### src/rtl/cpu_regfile.sv
// cpu_regfile: parametrised register file with NRD registered read ports, one
// write port, optional write-to-read bypass, optional hardwired-zero r0, and a
// clear sequencer that zeroes every entry after reset (the array has no reset).
module cpu_regfile #(
    parameter int unsigned DW      = 16,
    parameter int unsigned DEPTH   = 8,
    parameter int unsigned NRD     = 2,
    parameter int unsigned ZERO_R0 = 0,
    parameter int unsigned BYPASS  = 1
) (
    input  logic                          clk,
    input  logic                          reset,
    input  logic [NRD*$clog2(DEPTH)-1:0]  rsel,
    input  logic                          ren,
    output logic [NRD*DW-1:0]             rdata,
    input  logic [$clog2(DEPTH)-1:0]      wsel,
    input  logic                          wreg,
    input  logic [DW-1:0]                 wdata,
    output logic                          busy
);

    localparam int unsigned AW = $clog2(DEPTH);
    // One extra bit so the clear counter can never wrap at DEPTH = 256.
    localparam int unsigned CW = AW + 1;

    typedef enum logic [0:0] {
        S_CLEAR = 1'b0,
        S_RUN   = 1'b1
    } state_t;

    // Storage: plain array without reset so it can map onto RAM or LUTs.
    logic [DW-1:0] mem [DEPTH];

    state_t        r_state;
    state_t        w_state_nxt;
    logic [CW-1:0] r_cnt;
    logic [CW-1:0] w_cnt_nxt;
    logic          r_busy;
    logic          w_busy_nxt;
    logic          w_clr_we;
    logic          w_usr_we;
    logic          w_rd_load;
    logic          w_wr_r0;

    logic [AW-1:0] w_rsel   [NRD];
    logic [DW-1:0] w_rd_val [NRD];
    logic [DW-1:0] r_rdata  [NRD];

    assign busy    = r_busy;
    assign w_wr_r0 = (ZERO_R0 != 0) && (wsel == '0);

    // State register: reset forces a fresh clear pass from entry 0.
    always_ff @(posedge clk) begin
        if (reset) begin
            r_state <= S_CLEAR;
            r_cnt   <= '0;
            r_busy  <= 1'b1;
        end else begin
            r_state <= w_state_nxt;
            r_cnt   <= w_cnt_nxt;
            r_busy  <= w_busy_nxt;
        end
    end

    // Next-state logic: sweep the array in CLEAR, then serve reads/writes in RUN.
    always_comb begin
        w_state_nxt = r_state;
        w_cnt_nxt   = r_cnt;
        w_busy_nxt  = r_busy;
        w_clr_we    = 1'b0;
        w_usr_we    = 1'b0;
        w_rd_load   = 1'b0;
        case (r_state)
            S_CLEAR: begin
                w_clr_we  = 1'b1;
                w_cnt_nxt = r_cnt + CW'(1);
                if (r_cnt == CW'(DEPTH - 1)) begin
                    w_busy_nxt  = 1'b0;
                    w_state_nxt = S_RUN;
                end
            end
            S_RUN: begin
                w_usr_we  = wreg && !w_wr_r0;
                w_rd_load = ren;
            end
            default: begin
                w_state_nxt = S_CLEAR;
                w_cnt_nxt   = '0;
                w_busy_nxt  = 1'b1;
            end
        endcase
    end

    // Single write port shared by the clear sweep and user writes.
    always_ff @(posedge clk) begin
        if (!reset) begin
            if (w_clr_we) begin
                mem[r_cnt[AW-1:0]] <= '0;
            end else if (w_usr_we) begin
                mem[wsel] <= wdata;
            end
        end
    end

    for (genvar g = 0; g < int'(NRD); g++) begin : g_port
        assign w_rsel[g] = rsel[g*AW +: AW];

        // Per-port read mux: zero register wins, then bypass, then stored data.
        always_comb begin
            w_rd_val[g] = mem[w_rsel[g]];
            if ((BYPASS != 0) && wreg && (wsel == w_rsel[g])) begin
                w_rd_val[g] = wdata;
            end
            if ((ZERO_R0 != 0) && (w_rsel[g] == '0)) begin
                w_rd_val[g] = '0;
            end
        end

        assign rdata[g*DW +: DW] = r_rdata[g];
    end

    // Read registers: load all ports on ren in RUN, otherwise hold.
    always_ff @(posedge clk) begin
        if (reset) begin
            for (int i = 0; i < int'(NRD); i++) begin
                r_rdata[i] <= '0;
            end
        end else if (w_rd_load) begin
            for (int i = 0; i < int'(NRD); i++) begin
                r_rdata[i] <= w_rd_val[i];
            end
        end
    end

endmodule

### config.mk
export PLATFORM = sky130hd
export DESIGN_NAME = cpu_regfile
export DESIGN_NICKNAME = d
export VERILOG_FILES = /design/src/rtl/cpu_regfile.sv
export SDC_FILE = /design/constraint.sdc
export NUM_CORES = 1
export LEC_CHECK = 0
export CORE_ASPECT_RATIO = 1.4
export CORE_MARGIN = 2
export CORE_UTILIZATION = 55
export DETAILED_ROUTE_END_ITERATION = 12
export MAX_ROUTING_LAYER = met4
export PLACE_DENSITY = 0.76
export SLEW_MARGIN = 20
export SYNTH_ARGS = -nofsm -noshare
export SYNTH_HDL_FRONTEND = slang
export SYNTH_SLANG_ARGS = --single-unit
### constraint.sdc
create_clock -name clk -period 4 [get_ports clk]
set_input_delay 0.8 -clock clk [delete_from_list [all_inputs] [get_ports clk]]
set_output_delay 0.8 -clock clk [all_outputs]
set_load 0.05 [all_outputs]
Word level (Yosys, flattened, before mapping)
Memory sizes are Yosys's and may differ from the RTL's.
Cells that the tools add are included.
- register bits: 6
- bits in writable memories: 160
- input port bits: 29
- output and inout bits: 33
- memories: 2
- add/sub/neg operators: 1
- equal/unequal tests: 3
- mux-type cells: 23
- bitwise logic cells: 3
- reduce and logical (&&, ||, !) cells: 4
- memory list (name ; depth ; bits a word ; rd ports ; clocked after Yosys merged registers in ; write ports ; line ; source):
    mem ; 8 ; 16 ; 2 ; 0 ; 1 ; 32 ; logic [DW-1:0] mem [DEPTH];
    r_rdata ; 2 ; 16 ; 2 ; 0 ; 2 ; 47 ; logic [DW-1:0] r_rdata [NRD];
- operator list (cell ; count):
    $mux W16 ; 5
    $mux W1 ; 17
    $reduce_or A16 Y1 ; 1
    $eq A3 B3 Y1 ; 2
    $add A4 B1 Y4 const B ; 1
    $eq A4 B3 Y1 const B ; 1
    $mux W3 ; 1
    $logic_and A1 B1 Y1 ; 2
    $or A1 B1 Y1 ; 2
    $reduce_and A2 Y1 ; 1
    $not A1 Y1 ; 1

Longest topological paths before layout
Gate-level depths: netlist of the first run.
- word-level depth: 7
- mapped depth: 7

Least setup slack after synthesis of the first run
Ideal clock, no wire load.
- kind: input to register
- from: in wreg
- to: mem mem[2][0], enable pin
- data arrival time: 2.340 ns
- setup slack: 1.271 ns
- stages: 6
- path buffers: 3
- cell sequence: clkbuf_1 and3b_1 clkbuf_1 buf_2 a31oi_1 nor2_1
- word-level cells in the longest chain between the ends: 7
- elaborated cells between the ends (all ways): 8
- classes of those cells: 7 x mux; 1 x reduce/logical
- RTL lines (element ; line ; source):
    from (decl) ; 17 ; input logic wreg,
    $mux W1 * ; 73 ; case (r_state)
    $mux W1 * ; 99 ; end else if (w_usr_we) begin
    $mux W1 * ; 97 ; if (w_clr_we) begin
    $mux W1 * ; 96 ; if (!reset) begin
    $mux W1 (implied by the code) * ; 100 ; mem[wsel] <= wdata;
    $reduce_or A16 Y1 (no source line) ; n/a ;
    $mux W3 (no source line) / $mux W1 (equally long branches) ; n/a ;
    to (decl) ; 32 ;
Mark *: on every way between the ends. The rest lies on a longest branch, timed or not.

==> results_dict.tcl, run 1 <==
set metrics [dict create \
    finalCriticalPeriod_ns 2.73 \
    hp-class "reg -> reg" \
    slowest_delay_ns 0.62 \
    dieArea_mm2 0.0152 \
    seqPwrFrac 0.500 \
    numPortBuffers 61 \
    synth_nets 529 \
    gp_congestion 0.857 \
    cts_buffers 17 \
    die_h_um 145 \
    r2r-end "r_rdata[0][31]$_SDFFCE_PN0P_" \
    rsz0062_at_grt "false" \
    detail_route.drc_violations 0 \
    antenna_left 0 \
    h-tree-depth 4 \
    required_ns 4.18 \
    antenna_cells 0 \
    holdPathStages 1 \
    async_reset_ff_frac 0 \
    outcome "completed" \
    syn_area_per_cell_um2 15.7 \
    end_kind "flop" \
    totalPowerFinal_mw 3.91 \
    synth_edf_count 160 \
    place_area_mm2 0.00858 \
    synth.distinct_cells 43 \
    clk_latency_ns 0.43 \
    period_share 0.682 \
    fp.coreArea_mm2 0.0139 \
    fp-row-count 51 \
    grt_overflow 0 \
    slew_headroom 0.436 \
    nFillCells 1001 \
    antenna_found_initial 0 \
    clkPwrFrac 0.402 \
    vdd_drop_max_v 0.000283 \
    rr_worst_depth 3 \
    clock-sinks 166 \
    crit_chain "clkdlybuf4s50_1, xnor2_1, and4_1, a211oi_1, nor3_1" \
    powerDensity_mw_per_mm2 427 \
    r2r_setup_slack_ns 1.90 \
    cp_slowest_cell "clkdlybuf4s50_1" \
    ys.flop_type "edfxtp_1" \
    slew_violations 0 \
    final_nets 596 \
    tns_ns 0 \
    hold_violations 0 \
    synth.ff_latch_count 166 \
    routed_wl_um 18900 \
    clk_pin_slew_ns 0.07 \
    grt_pass1_vias 5074 \
    final_common_cell "edfxtp_1" \
    yosysTopAreaCell "edfxtp_1" \
    layout_setup_ws_ns 1.27 \
    cts_root_buf "clkbuf_16" \
    drt-initial-drc-count 347 \
    wire_per_inst_um 24.8 \
    cts_hold_buf 0 \
    grt_pass1_wl_um 28900 \
    maxCapViolCount 0 \
    syn_area_mm2 0.00782 \
    via_count 4915 \
    ys_seq_area_frac 0.630 \
    die_width_um 105 \
    r2r-start "r_state$_SDFF_PP0_" \
    grt_max_degree 48 \
    min_from "busy$_SDFFE_PP1P_" \
    mostFrequentLayoutCells "160 x edfxtp_1, 63 x mux2i_1, 59 x clkdlybuf4s50_1, 42 x nor2_1, 32 x a211oi_1" \
    cp-start-kind "input pin" \
    post_cts_buffers 0 \
    p_comb_frac 0.098 \
    final_cell_area_mm2 0.00915 \
    worst-setup-path-type "in -> reg" \
    min_to "busy$_SDFFE_PP1P_" \
    dr.pass1.iters 5 \
    setup_viol_count_final 0 \
    synth.top_cell.area_share 0.615 \
    p_leak_nw 3.29 \
    pre_cts_ws_ns 0.925 \
    vias_per_cell 6.43 \
    drive_above_1_share 0.154 \
    final_cells 764 \
    switching_share 0.243 \
    synthCells 499 \
    area.growth.synth_to_final_pct 17.1 \
    multi_input_area_mm2 0.00260 \
    dp.cells 732 \
    pin_count 62 \
    internal-power_mw 2.96 \
    max_clock_freq_ghz 0.367 \
    seq_area_mm2 0.00492 \
    cts_resized 0 \
    fin_skew_ns 0.0122 \
    tritoncts "done" \
    yosys_warnings 0 \
    hpwl_um 11900 \
    cp_max_fo 11 \
    p_sw_mw 0.950 \
    clock_path_buffers 2 \
    worstPathArrival_ns 2.91 \
    tightest_slew_ns 0.843 \
    synthTopCellsByArea "edfxtp_1 61%, mux2i_1 8.1%, mux4_2 6.9%" \
    initial_core_util 0.562 \
    grt.total_usage 0.266 \
]
## how the worst max path moves through the flow
| stage | slack [ns] | cells after the start | from | end |
|---|---|---|---|---|
| 4_1_cts | 1.35 | 4 | reset | r_rdata[0][31]$_SDFFCE_PN0P_ |
| 5_1_grt | 1.28 | 4 | reset | r_rdata[0][31]$_SDFFCE_PN0P_ |
| 2_1_floorplan | 1.27 | 6 | wreg | mem[2][0]$_DFFE_PP_ |
| 6_report | 1.27 | 5 | rsel[2] | r_rdata[0][3]$_SDFFCE_PN0P_ |
| 3_5_place_dp | 0.93 | 4 | reset | r_rdata[0][31]$_SDFFCE_PN0P_ |
| 3_3_place_gp | 0.95 | 4 | reset | r_rdata[0][31]$_SDFFCE_PN0P_ |
## cell families (layout without fill, tap and decap cells)
logic type / count (synthesis) / in the layout / share of synthesized area
flip-flops: 166 / 166 / 0.630
AND/OR/NAND/NOR: 114 / 114 / 0.0743
multiplexers: 97 / 97 / 0.183
AO/OA/AOI/OAI: 72 / 72 / 0.0629
buffers and inverters: 41 / 121 / 0.0379
XOR/XNOR: 8 / 8 / 0.00992
adder cells (fa/ha/maj): 1 / 1 / 0.00160
## worst max-delay path, delay by kind of cell
kind | cells | cell delay, ns
AO/OA/AOI/OAI | 1 | 0.12
XOR/XNOR | 1 | 0.38
AND/OR/NAND/NOR | 2 | 0.99
buffers and inverters | 1 | 0.62
## power groups by stage
stage | logic (mW) | registers [mW] | clock network [mW]
3_3_place_gp | 0.374 | 1.99 | 0
6_report | 0.384 | 1.96 | 1.57
5_1_grt | 0.402 | 1.96 | 1.65
3_5_place_dp | 0.379 | 1.99 | 0
4_1_cts | 0.381 | 1.96 | 1.58
2_1_floorplan | 0.210 | 2.03 | 0
## cell usage after synthesis (2+ instances only)
cell	number
buf_6	5
nand2b_1	2
a21o_1	4
a31oi_1	3
clkbuf_1	6
nor2_1	42
or2_2	3
nor2b_1	4
o22ai_1	30
a21oi_1	2
mux2i_1	63
buf_4	9
mux4_2	24
mux4_1	10
a211oi_1	32
dfxtp_1	6
buf_2	12
and4_1	2
nand3b_1	2
and2_1	16
nand2_1	3
nand3_1	2
edfxtp_1	160
nor3_1	31
nor3b_1	2
xnor2_1	6
inv_1	2
## sequential cells by signal, summed over array words and instances, names as in the netlist
| register | cells |
|---|---|
| busy | 1 |
| mem | 128 |
| r_cnt | 4 |
| r_rdata | 32 |
| r_state | 1 |
## layout make-up
class                           instances  share of cell area
Sequential cell                       166               0.538
Multi-Input combinational cell        292               0.284
Timing Repair Buffer                   87              0.0897
Clock buffer                           17              0.0465
Tap cell                              185              0.0253
Clock inverter                         15              0.0159
Inverter                                2            0.000820
## stage by stage
step	hold WS (ns)	util
global placement	0.431	0.617
finish	0.452	0.658
CTS	0.456	0.658
floorplan	0.470	-
detailed placement	0.439	0.617
global route	0.492	0.658
## per-layer routing
| layer | track usage | part of all wire |
|---|---|---|
| met1 | 0.313 | 0.36 |
| met4 | 0.138 | 0.043 |
| met3 | 0.0436 | 0.081 |
| met5 | - | 0 |
| met2 | 0.439 | 0.52 |
(Power assumes the default switching activity.)
==> run 2, diff against run 1 <==
clock period = 2.6 ns   (was 4 ns; I/O delays follow)
==> run 2 against run 1 <==
Compared with the run above: critical endpoint is now r_rdata[0][25]$_SDFFCE_PN0P_; sequential power grew 54%; register-to-register slack worse by 1.3 ns; final area is 2.7% higher; highest routed layer unchanged; flip-flop and latch count is the same; utilization increased by 1.8 points.
==> results_dict.tcl, run 2 (synthesized netlist as in run 1, its figures left out) <==
set metrics [dict create \
    holdPathStages 1 \
    routed_wl_um 19000 \
    post_cts_buffers 0 \
    seqPwrFrac 0.492 \
    p_comb_frac 0.103 \
    cts_resized 0 \
    outcome "completed" \
    grt_overflow 0 \
    gp_congestion 0.892 \
    min_to "busy$_SDFFE_PP1P_" \
    rr_worst_depth 5 \
    pin_count 62 \
    h-tree-depth 4 \
    vdd_drop_max_v 0.000350 \
    tns_ns 0 \
    worstPathArrival_ns 2.44 \
    cts_buffers 17 \
    cts_hold_buf 0 \
    internal-power_mw 4.67 \
    seq_area_mm2 0.00492 \
    final_nets 618 \
    detail_route.drc_violations 0 \
    setup_viol_count_final 0 \
    clk_latency_ns 0.43 \
    finalCriticalPeriod_ns 2.17 \
    p_sw_mw 1.44 \
    die_width_um 105 \
    wire_per_inst_um 24.2 \
    p_leak_nw 3.43 \
    area.growth.synth_to_final_pct 20.2 \
    r2r_setup_slack_ns 0.59 \
    min_from "busy$_SDFFE_PP1P_" \
    final_common_cell "edfxtp_1" \
    largest_register_ffs 128 \
    clk_pin_slew_ns 0.07 \
    fp-row-count 51 \
    tritoncts "done" \
    period_share 0.837 \
    clkPwrFrac 0.405 \
    timing.hold.ws_ns 0.460 \
    mostFrequentLayoutCells "160 x edfxtp_1, 63 x mux2i_1, 59 x clkdlybuf4s50_1, 42 x nor2_1, 40 x buf_4" \
    dieArea_mm2 0.0152 \
    slew_violations 0 \
    top_register "mem" \
    switching_share 0.236 \
    hpwl_um 12400 \
    rsz0062_at_grt "false" \
    vias_per_cell 6.44 \
    antenna_left 0 \
    antenna_found_initial 0 \
    die_h_um 145 \
    drt-initial-drc-count 347 \
    clock-sinks 166 \
    grt_pass1_wl_um 29300 \
    cp_max_fo 15 \
    r2r-start "r_state$_SDFF_PP0_" \
    multi_input_area_mm2 0.00260 \
    fp.coreArea_mm2 0.0139 \
    powerDensity_mw_per_mm2 651 \
    grt_max_degree 48 \
    max_clock_freq_ghz 0.460 \
    tightest_slew_ns 0.767 \
    grt.total_usage 0.269 \
    cts_root_buf "clkbuf_16" \
    maxCapViolCount 0 \
    slew_headroom 0.489 \
    fin_skew_ns 0.00675 \
    hp-class "reg -> reg" \
    cp-start-kind "input pin" \
    largestRegisters "mem: 128 flops, r_rdata: 32 flops, r_cnt: 4 flops" \
    numPortBuffers 61 \
    via_count 5062 \
    grt_pass1_vias 5169 \
    required_ns 2.86 \
    clock_path_buffers 2 \
    end_kind "flop" \
    worst-setup-path-type "in -> reg" \
    initial_core_util 0.562 \
    hold_violations 0 \
    antenna_cells 0 \
    dr.pass1.iters 5 \
    drive_above_1_share 0.183 \
    nFillCells 1001 \
    r2r-end "mem[7][14]$_DFFE_PP_" \
]
[run 2: changes by cell type in the layout (fill, tap and decap cells not counted), sizes merged]
cell,change
bufinv,+1
clkinv,+2
clkinvlp,-2
inv,-2
buf,+22
clkbuf,+1
[run 2: worst max-delay path by stage]
stage,cells past startpoint,startpoint,slack (ns),endpoint
6_report,6,rsel[4],0.43,r_rdata[0][25]$_SDFFCE_PN0P_
5_1_grt,6,rsel[4],0.28,r_rdata[0][26]$_SDFFCE_PN0P_
4_1_cts,6,rsel[4],0.43,r_rdata[0][25]$_SDFFCE_PN0P_
3_5_place_dp,6,rsel[4],0.02,r_rdata[0][25]$_SDFFCE_PN0P_
3_3_place_gp,6,rsel[4],0.1,r_rdata[0][22]$_SDFFCE_PN0P_
2_1_floorplan,6,wreg,0.15,mem[2][0]$_DFFE_PP_
[run 2: routing by layer]
layer,vias to the layer above,part of all wire,global-route usage
met5,-,0,-
met1,2499,0.34,0.296
met4,0,0.045,0.133
met3,81,0.072,0.0413
met2,298,0.54,0.471
li1,2184,-,-
[run 2: area by class of cell]
| type | instances | area share |
|---|---|---|
| Clock buffer | 18 | 0.0457 |
| Clock inverter | 14 | 0.0156 |
| Inverter | 2 | 0.000799 |
| Multi-Input combinational cell | 292 | 0.276 |
| Sequential cell | 166 | 0.524 |
| Tap cell | 185 | 0.0246 |
| Timing Repair Buffer | 109 | 0.113 |
[run 2: critical path: stages]
cell             delay, ns
clkdlybuf4s50_1       0.50
buf_12                0.18
xnor2_1               0.15
and4_1                0.73
a211oi_1              0.13
nor3_1                0.22
[run 2: power by group through the flow]
| stage | registers, mW | logic (mW) | clock network (mW) |
|---|---|---|---|
| 5_1_grt | 3.02 | 0.660 | 2.58 |
| 3_5_place_dp | 3.07 | 0.622 | 0 |
| 4_1_cts | 3.01 | 0.627 | 2.48 |
| 2_1_floorplan | 3.12 | 0.323 | 0 |
| 3_3_place_gp | 3.06 | 0.611 | 0 |
| 6_report | 3.01 | 0.630 | 2.47 |
[run 2: stage by stage]
stage                     power (mW)  instances  setup slack, ns   util  cell area (um^2)
after floorplan                 3.45        499            0.151      -              7820
after global placement          3.67        754           0.0990  0.634              8820
after detailed placement        3.69        754           0.0189  0.634              8820
after CTS                       6.12        786            0.435  0.675              9400
after global routing            6.25        786            0.283  0.675              9400
final                           6.11        786            0.425  0.675              9400
==> run 3, diff against run 2 <==
clock period = 2.1 ns   (was 2.6 ns; I/O delays follow)
==> run 3 against run 2 <==
Compared with the run above: flip-flop and latch count unchanged; total power up 28%; worst setup slack worse by 0.38 ns; global-route usage up 0.42 points; highest routed layer unchanged.
==> results_dict.tcl, run 3 (synthesized netlist as in run 1, its figures left out) <==
set metrics [dict create \
    cts_buffers 17 \
    h-tree-depth 4 \
    crit_chain "clkdlybuf4s50_1" \
    tritoncts "done" \
    totalPowerFinal_mw 7.83 \
    min_from "busy$_SDFFE_PP1P_" \
    seq_area_mm2 0.00492 \
    final_cells 789 \
    slowest_delay_ns 0.82 \
    detail_route.drc_violations 0 \
    grt_max_degree 33 \
    initial_core_util 0.562 \
    fin_util 0.693 \
    tightest_slew_ns 0.519 \
    maxCapViolCount 0 \
    clk_pin_slew_ns 0.06 \
    powerDensity_mw_per_mm2 812 \
    hold_violations 0 \
    routed_wl_um 19600 \
    drt-initial-drc-count 430 \
    antenna_cells 0 \
    rsz0062_at_grt "false" \
    tns_ns 0 \
    nFillCells 906 \
    hp-class "reg -> reg" \
    rr_worst_depth 5 \
    outcome "completed" \
    setup_viol_count_final 0 \
    grt.total_usage 0.273 \
    post_cts_buffers 0 \
    antenna_left 0 \
    grt_pass1_wl_um 29800 \
    end_kind "output port" \
    cp-start-kind "flop" \
    cts_resized 0 \
    wire_per_inst_um 24.8 \
    pre_cts_ws_ns -0.252 \
    cp_slowest_cell "clkdlybuf4s50_1" \
    vias_per_cell 6.48 \
    slew_violations 0 \
    clock-sinks 166 \
    grt_overflow 0 \
    drive_above_1_share 0.195 \
    r2r-end "mem[2][8]$_DFFE_PP_" \
    largestRegisters "mem: 128 flops, r_rdata: 32 flops, r_cnt: 4 flops" \
    final_common_cell "edfxtp_1" \
    r2r_setup_slack_ns 0.28 \
    pin_count 62 \
    worst-setup-path-type "reg -> out" \
    top_register "mem" \
    crit_family "buffers and inverters" \
    min_to "busy$_SDFFE_PP1P_" \
    worstPathArrival_ns 1.63 \
    die_h_um 145 \
    largest_register_ffs 128 \
    hpwl_um 12600 \
    fp.coreArea_mm2 0.0139 \
    die_width_um 105 \
    cp_max_fo 1 \
    period_share 0.977 \
    required_ns 1.68 \
    numPortBuffers 61 \
    dieArea_mm2 0.0152 \
    antenna_found_initial 0 \
    slew_headroom 0.653 \
    r2r-start "r_state$_SDFF_PP0_" \
    clk_latency_ns 0.43 \
    grt_pass1_vias 5334 \
    gp_congestion 0.855 \
    max_clock_freq_ghz 0.488 \
    fin_skew_ns 0.00610 \
    fp-row-count 51 \
    mostFrequentLayoutCells "160 x edfxtp_1, 63 x mux2i_1, 59 x clkdlybuf4s50_1, 40 x nor2_1, 32 x a211oi_1" \
    final_nets 621 \
    dp.cells 757 \
    dr.pass1.iters 5 \
    worst-path-buf-inv 1 \
    cts_root_buf "clkbuf_16" \
    clock_path_buffers 2 \
    p_leak_nw 3.52 \
    area.growth.synth_to_final_pct 23.3 \
    finalCriticalPeriod_ns 2.05 \
    layout_setup_ws_ns 0.0492 \
    multi_input_area_mm2 0.00262 \
    cts_hold_buf 0 \
    holdPathStages 1 \
    vdd_drop_max_v 0.000567 \
    via_count 5112 \
]
## run 3: cell count changes in the layout (fill, tap and decap cells not counted), moves of 2 or more
cell	before	now
inv_6	5	3
clkinv_4	1	4
nor2b_2	0	2
nor2b_1	4	2
buf_12	8	20
nor2_4	0	2
bufinv_16	2	4
nor2_1	42	40
buf_4	40	31
## run 3: final cells by class
class,count,share of cell area
clock buffer,17,0.0441
clock inverter,15,0.0210
inverter,2,0.000779
multi-input combinational,292,0.271
sequential,166,0.511
tap,185,0.0240
timing repair buffer,112,0.128
## run 3: per-stage QoR
| step | instance area (um^2) | hold WS, ns |
|---|---|---|
| final | 9640 | 0.453 |
| after CTS | 9640 | 0.460 |
| after global placement | 9010 | 0.437 |
| after floorplan | 7840 | 0.470 |
| after global routing | 9640 | 0.474 |
| after detailed placement | 9010 | 0.445 |
## run 3: per-layer routing
metal,vias to the layer above,wire (um),track usage
met5,-,0,-
met4,0,918,0.155
met3,92,1560,0.0490
met2,313,10300,0.452
met1,2511,6830,0.313
li1,2196,-,-
## run 3: power by group
part / total, mW / switching [mW] / leakage (nW) / internal, mW
Combinational: 0.818 / 0.457 / 1.55 / 0.361
Sequential: 3.73 / 0.0415 / 1.66 / 3.68
Clock: 3.28 / 1.29 / 0.306 / 2.00
Total: 7.83 / 1.79 / 3.52 / 6.04
## run 3: worst max path at each step
stage,startpoint,to,cells past startpoint
after global placement,rsel[4],r_rdata[0][22]$_SDFFCE_PN0P_,5
after CTS,r_rdata[0][16]$_SDFFCE_PN0P_,rdata[16],1
final,r_rdata[0][16]$_SDFFCE_PN0P_,rdata[16],1
after floorplan,wreg,mem[0][0]$_DFFE_PP_,6
after global routing,r_rdata[0][19]$_SDFFCE_PN0P_,rdata[19],1
after detailed placement,rsel[4],r_rdata[0][31]$_SDFFCE_PN0P_,5
